$ cat src/rtl/parking_input_conditioner_pkg.sv
// parking_input_conditioner_pkg: shared defaults and raw idle levels for the input conditioner
package parking_input_conditioner_pkg;
   localparam int   DEBOUNCE_DEFAULT = 500000;
   localparam int   TOKEN_W_DEFAULT  = 5;
   localparam logic RAW_IDLE_SENSOR  = 1'b0;
   localparam logic RAW_IDLE_TOKEN   = 1'b0;
   // An active-low button idles high on the raw pin.
   function automatic logic btn_raw_idle(input logic active_low);
      return active_low;
   endfunction
endpackage

$ cat src/rtl/parking_input_conditioner_debounce_channel.sv
// debounce_channel: 2-flop sync, debounce counter and stable register for one W-bit channel
//   clk, reset : clock, asynchronous active-high reset
//   raw        : raw input bits, asynchronous to clk
//   stable     : debounced value, the whole bus is replaced in one cycle
module debounce_channel
   import parking_input_conditioner_pkg::*;
#(
   parameter int   W               = 1,
   parameter int   DEBOUNCE_CYCLES = DEBOUNCE_DEFAULT,
   parameter logic RST_LEVEL       = 1'b0
)(
   input  logic         clk,
   input  logic         reset,
   input  logic [W-1:0] raw,
   output logic [W-1:0] stable
);
   localparam int            CW   = $clog2(DEBOUNCE_CYCLES);
   localparam logic [CW-1:0] LAST = CW'(DEBOUNCE_CYCLES - 1);
   logic [W-1:0]  meta_q, meta_d, sync_q, sync_d, prev_q, prev_d, stable_q, stable_d;
   logic [CW-1:0] cnt_q, cnt_d;
   logic          mismatch, changed, accept;
   always_comb begin
      meta_d   = raw;
      sync_d   = meta_q;
      prev_d   = sync_q;
      mismatch = sync_q != stable_q;
      // A new value on the bus restarts the count with this sample as the first one.
      changed  = sync_q != prev_q;
      accept   = mismatch && !changed && cnt_q == LAST;
      cnt_d    = !mismatch ? '0 : changed ? CW'(1) : accept ? '0 : cnt_q + 1'b1;
      stable_d = accept ? sync_q : stable_q;
   end
   always_ff @(posedge clk or posedge reset) begin
      if (reset) begin
         meta_q   <= {W{RST_LEVEL}};
         sync_q   <= {W{RST_LEVEL}};
         prev_q   <= {W{RST_LEVEL}};
         stable_q <= {W{RST_LEVEL}};
         cnt_q    <= '0;
      end else begin
         meta_q   <= meta_d;
         sync_q   <= sync_d;
         prev_q   <= prev_d;
         stable_q <= stable_d;
         cnt_q    <= cnt_d;
      end
   end
   assign stable = stable_q;
endmodule

$ cat src/rtl/parking_input_conditioner.sv
// parking_input_conditioner: synchronise, debounce and shape board inputs for parking_fsm
//   clk, reset                       : clock, asynchronous active-high reset
//   entry/exit_btn_raw               : raw push-buttons (polarity set by BTN_ACTIVE_LOW)
//   entry/exit_sensor_raw, token_raw : raw active-high switches
//   entry/exit_btn                   : one-clk pulse per debounced press
//   entry/exit_sensor, token_out     : debounced levels
module parking_input_conditioner
   import parking_input_conditioner_pkg::*;
#(
   parameter int DEBOUNCE_CYCLES = DEBOUNCE_DEFAULT,
   parameter int BTN_ACTIVE_LOW  = 1,
   parameter int TOKEN_W         = TOKEN_W_DEFAULT
)(
   input  logic               clk,
   input  logic               reset,
   input  logic               entry_btn_raw,
   input  logic               exit_btn_raw,
   input  logic               entry_sensor_raw,
   input  logic               exit_sensor_raw,
   input  logic [TOKEN_W-1:0] token_raw,
   output logic               entry_btn,
   output logic               exit_btn,
   output logic               entry_sensor,
   output logic               exit_sensor,
   output logic [TOKEN_W-1:0] token_out
);
   localparam logic BTN_IDLE = btn_raw_idle(BTN_ACTIVE_LOW != 0);
   logic [1:0] btn_stable, btn_level, btn_prev_q, btn_prev_d, btn_pulse_q, btn_pulse_d;
   debounce_channel #(.W(1), .DEBOUNCE_CYCLES(DEBOUNCE_CYCLES), .RST_LEVEL(BTN_IDLE)) u_entry_btn (
      .clk(clk), .reset(reset), .raw(entry_btn_raw), .stable(btn_stable[0]));
   debounce_channel #(.W(1), .DEBOUNCE_CYCLES(DEBOUNCE_CYCLES), .RST_LEVEL(BTN_IDLE)) u_exit_btn (
      .clk(clk), .reset(reset), .raw(exit_btn_raw), .stable(btn_stable[1]));
   debounce_channel #(.W(1), .DEBOUNCE_CYCLES(DEBOUNCE_CYCLES), .RST_LEVEL(RAW_IDLE_SENSOR)) u_entry_sensor (
      .clk(clk), .reset(reset), .raw(entry_sensor_raw), .stable(entry_sensor));
   debounce_channel #(.W(1), .DEBOUNCE_CYCLES(DEBOUNCE_CYCLES), .RST_LEVEL(RAW_IDLE_SENSOR)) u_exit_sensor (
      .clk(clk), .reset(reset), .raw(exit_sensor_raw), .stable(exit_sensor));
   debounce_channel #(.W(TOKEN_W), .DEBOUNCE_CYCLES(DEBOUNCE_CYCLES), .RST_LEVEL(RAW_IDLE_TOKEN)) u_token (
      .clk(clk), .reset(reset), .raw(token_raw), .stable(token_out));
   always_comb begin
      // Stable levels are kept in raw polarity; pressed becomes 1 here.
      btn_level   = btn_stable ^ {2{BTN_IDLE}};
      btn_prev_d  = btn_level;
      btn_pulse_d = btn_level & ~btn_prev_q;
   end
   always_ff @(posedge clk or posedge reset) begin
      if (reset) begin
         btn_prev_q  <= '0;
         btn_pulse_q <= '0;
      end else begin
         btn_prev_q  <= btn_prev_d;
         btn_pulse_q <= btn_pulse_d;
      end
   end
   assign entry_btn = btn_pulse_q[0];
   assign exit_btn  = btn_pulse_q[1];
endmodule

$ cat config.mk
export PLATFORM = sky130hd
export DESIGN_NAME = parking_input_conditioner
export DESIGN_NICKNAME = d
export VERILOG_FILES = /design/src/rtl/parking_input_conditioner_pkg.sv /design/src/rtl/parking_input_conditioner_debounce_channel.sv /design/src/rtl/parking_input_conditioner.sv
export SDC_FILE = /design/constraint.sdc
export NUM_CORES = 1
export LEC_CHECK = 0
export CAP_MARGIN = 10
export CORE_MARGIN = 2
export CORE_UTILIZATION = 35
export CTS_CLUSTER_DIAMETER = 60
export DETAILED_ROUTE_END_ITERATION = 6
export GPL_TIMING_DRIVEN = 0
export HOLD_SLACK_MARGIN = 0.1
export PLACE_DENSITY = 0.57
export RECOVER_POWER = 50
export SLEW_MARGIN = 20
export SYNTH_ARGS = -nofsm -noshare
export SYNTH_HDL_FRONTEND = slang
export SYNTH_SLANG_ARGS = --single-unit
export TNS_END_PERCENT = 30
$ cat constraint.sdc
create_clock -name clk -period 4.8 [get_ports clk]
set_input_delay 1.44 -clock clk [delete_from_list [all_inputs] [get_ports clk]]
set_output_delay 1.44 -clock clk [all_outputs]
set_load 0.05 [all_outputs]
* Word level (Yosys, flattened, before mapping)
Cells that the tools add are included.
** Cells by class
- Add/sub/neg operators :: 5
- Equality and inequality tests :: 15
- Mux-type cells :: 15
- Bitwise gates (word level) :: 3
- Reductions and logical operators :: 15
** Operators with widths (number)
- two-way mux 19 bit :: 15
- adder 19 x 1 -> 19 bit (second input constant) :: 5
- equality test 19 bit (second input constant) :: 5
- logical AND 1 bit :: 10
- inequality test 5 bit :: 2
- inequality test 1 bit :: 8
- logical NOT 1 bit :: 5
- NOT 2 bit :: 2
- AND 2 bit :: 1
** Storage, ports and cells
- Register bits after elaboration :: 135

* Longest topological paths before layout
- Depth after elaboration :: 7
- Mapped depth :: 9
- Depth with buffers taken out :: 6

* Modules after synthesis
From an unflattened synthesis, not the netlist that was laid out.
** Second synthesis, totals
- Cell total of the unflattened synthesis :: 627
- Area total of the unflattened synthesis :: 6453.7 um^2
** Modules (own cells, without submodules)
- debounce_channel (u_entry_btn ...) :: instances 2, cells an instance 120, area each 1168.6 um^2
- debounce_channel (u_entry_sensor ...) :: instances 2, cells an instance 120, area each 1163.6 um^2
- debounce_channel (u_token) :: instances 1, cells an instance 138, area each 1670.4 um^2
- parking_input_conditioner :: instances 1, cells an instance 9, area each 118.9 um^2

* Worst setup path before layout
Ideal clock, no wire load.
- Path type :: register -> output
- Start point :: register u_entry_sensor.stable_q, in the netlist u_entry_sensor.stable
- End point :: output port entry_sensor
- Arrival time :: 627 ps
- Slack :: 2733 ps
- Cell stages (with the launch flop) :: 1
- Buffers on the path :: 0
- Path through :: dfrtp_1
** RTL lines
- start, declared :: line parking_input_conditioner_debounce_channel.sv:19 : logic [W-1:0] meta_q, meta_d, sync_q, sync_d, prev_q, prev_d, stable_q, stable_d;
- start signal, assigned :: line parking_input_conditioner_debounce_channel.sv:38 : stable_q <= {W{RST_LEVEL}};
- start signal, assigned :: line parking_input_conditioner_debounce_channel.sv:44 : stable_q <= stable_d;
- end, declared :: line parking_input_conditioner.sv:23 : output logic entry_sensor,
No word-level cell between the ends.

* Final worst setup path
- Start point :: register u_entry_sensor.stable_q, in the netlist u_entry_sensor.stable
- End point :: output port entry_sensor
No word-level cell between the ends.

==> reports/results.ini <==
[run_status]
status=finished clean

[timing]
period_needed_ns=3.095
fin_ws_ns=1.705
rsz0062_at_grt=no
skew_ns=0.003885
slew_headroom=0.3135
hold_ws_ns=0.3489
fin_crit_sh=0.6447
setup_viol=0
drv_slew=0
fin_tns_setup_ns=0
finalHoldViolCount=0
worst_slew_pin_slew_ns=1.024
fmax_ghz=0.3231

[finish]
finalNonFillerCells=866
drive_gt1_frac=0.09048
fin_area_um2=7199
antenna_cells=0
syn_to_final_growth_pct=18.69
nNetsFinal=644
postLayoutCoreUtil=0.4206
fillers=1611

[floorplan]
die_area_um2=18400
initial_utilization=0.3544
die_x_um=135.6
num_rows=48
ios=20
die_h_um=135.6
core_area_um2=17120

[synthesis]
yosysUniqueCellTypes=38
syn_inst=586
ys_seq_area_frac=0.5586
synth-simple-area-share=0.2292
synth_nets=602
ys_ff_latch=135
synth_compound_area_frac=0.02620
async_reset_ff_frac=1.000
synth_area_leader_cell=dfrtp_1
synth_edf_count=0
synth_xor_area_frac=0.1372
muxShareOfSynthArea=0.01485
synth_warnings=0
synth_top_area_share=0.5239
netlist_area_um2=6066
synthAdderAreaFrac=0.01031
synth_area_leaders=dfrtp_1 (52%), xor2_1 (7.1%), nor2_1 (7.0%)
synth-main-ff-cell=dfrtp_1
synth_top_family_by_area=simple AND/OR/NAND/NOR gates
syn_area_per_cell_um2=10.35

[critical_path]
start_kind=flip-flop
cp_slowest_cell=clkdlybuf4s50_1
worstPathRequired_ns=3.36
worstPathMaxFanout=5
cp-end-kind=output port
crit_type=flip-flop to output port
critPathMaxStageDelay_ns=0.83
crit_family=buffers and inverters
crit_path_cell_trace=clkdlybuf4s50_1
path_buf_inv=1
cp.arrival_ns=1.65

[flow_run]
max_cap_viol_count=0

[clock_network]
tritoncts=yes
cts-buffers-inserted=17
cts.clk_slew.worst_paths_ns=0.06
clock_path_buffers=2
htreeDepth=4
cts_setup_buffers=0
ctsResizeCount=0
clk_latency_ns=0.42
clock_sinks=135
cts_hold_buf=0
ctsRootBufferMaster=clkbuf_16

[routing]
wire_per_inst_um=12.40
drt_first_pass_iters=4
via_count=4111
viasPerCell=4.747
drtIter0Drc=182
routed_wl_um=10740
ant_nets=0
drc=0

[power_and_ir_drop]
p_int_mw=1.987
leakage_nw=2.935
p_clk_frac=0.506
p_per_area_nw_per_um2=351.1
p_sw_frac=0.2138
pwr-share-comb=0.030
ir_worst_vdd_mv=0.2744
power_frac_seq=0.464
total_power_mw=2.528
p_sw_mw=0.5405

[min_path]
hold_class=flip-flop to flip-flop

[grt]
grt_max_degree=33
grt_pass1_wl_um=19040
grt_pass1_vias=4301
overflow=0
antenna_found_initial=0
groute.usage.overall=0.1293

[place]
placed_cells=834
dpl_worst_slack_ns=2.092
hpwl_um=7471
placed_cell_area_um2=6621
io_buffers=19
place_congestion=0.7974

## Yosys cell counts, types with 2 or more instances
cell type / count
and2_1: 4
nor4bb_1: 4
xnor2_1: 46
nor3_1: 16
o21ai_0: 7
nand2b_1: 7
and3_1: 19
inv_1: 21
nor2b_1: 2
o22ai_1: 3
ha_1: 5
nand2_1: 30
o21ba_2: 3
nor4_1: 5
buf_6: 2
dfstp_2: 8
nand4_1: 15
a21oi_1: 7
xor2_1: 49
nor2_1: 113
clkbuf_1: 6
nand3_1: 54
or4_1: 2
nor4b_1: 2
buf_2: 4
and4_1: 7
mux2_2: 8
dfrtp_1: 127
## final timing paths
kind | startpoint | endpoint | slack [ns] | depth (start not counted)
hold / removal | u_entry_sensor.meta_q | u_entry_sensor.prev_d | 0.35 | 0
hold reg to reg | u_entry_sensor.meta_q | u_entry_sensor.prev_d | 0.35 | 0
setup / recovery | u_entry_sensor.stable | entry_sensor | 1.71 | 1
setup reg to reg | u_entry_btn.cnt_q[0] | u_entry_btn.cnt_q[9] | 2.38 | 9
max in group asynchronous | reset | u_exit_btn.prev_q | 2.21 | 4
min in group asynchronous | reset | u_token.meta_q[3] | 1.67 | 2
## logic make-up (layout without fill, tap and decap cells)
| group | after synthesis | in the layout |
|---|---|---|
| buffers and inverters | 33 | 88 |
| adders and majority gates | 5 | 5 |
| and+or+nand+nor | 285 | 285 |
| DFF | 135 | 135 |
| xor gates and xnor gates | 95 | 95 |
| muxes | 8 | 8 |
| AOI/OAI and AO/OA | 25 | 25 |
## per-layer routing
metal	up-vias	global-route usage	routed length [µm]
met5	-	0	0
met4	0	0.06771	209
met3	14	0.03030	185
met1	2017	0.1500	4900
li1	2048	-	-
met2	32	0.2222	5440
## cell usage in the layout, fill, tap and decap left out, types with 3 or more instances in the layout
cell type	instances
clkbuf_16	17
and3_1	19
mux2_2	7
nand2b_1	7
o21ba_2	3
buf_2	3
nand3_1	54
dfstp_2	4
inv_1	20
clkinv_2	4
a21oi_1	7
clkdlybuf4s50_1	9
clkbuf_1	8
dfstp_1	4
o21ai_0	7
clkinvlp_4	5
nor3_1	16
clkbuf_8	3
nor4bb_1	4
nand4_1	15
and4_1	7
xnor2_1	46
and2_1	3
nor4_1	5
ha_1	5
dlygate4sd3_1	10
xor2_1	49
dfrtp_1	127
nand2_1	30
o22ai_1	3
buf_12	4
nor2_1	113
## registers in the layout, indices dropped and copies added (netlist names), 2 cells and up
signal                cells
u_entry_btn.cnt_q        19
u_entry_sensor.cnt_q     19
u_exit_btn.cnt_q         19
u_exit_sensor.cnt_q      19
u_token.cnt_q            19
u_token.meta_q            5
u_token.prev_d            5
u_token.prev_q            5
u_token.stable            5
btn_prev_q                2
btn_pulse_q               2
## power by group through the flow
stage          sequential [mW]  clock (mW)  combinational [mW]
4_1_cts                   1.17        1.31              0.0828
3_3_place_gp              1.19           0              0.0717
5_1_grt                   1.17        1.37              0.0885
6_report                  1.17        1.28              0.0763
3_5_place_dp              1.19           0              0.0821
2_1_floorplan             1.19           0              0.0509
## area by class of cell
type | count | area, µm² | share of cell area
flip-flops and latches | 135 | 3388 | 0.4706
clock buffers | 20 | 466.7 | 0.06482
repair buffers | 23 | 270.3 | 0.03754
inverters | 21 | 80.08 | 0.01112
clock inverters | 12 | 126.4 | 0.01755
well taps | 225 | 281.5 | 0.03910
plain buffers | 12 | 56.30 | 0.007821
multi-input cells | 418 | 2530 | 0.3514
No activity file was read; power rests on OpenSTA's default activity.
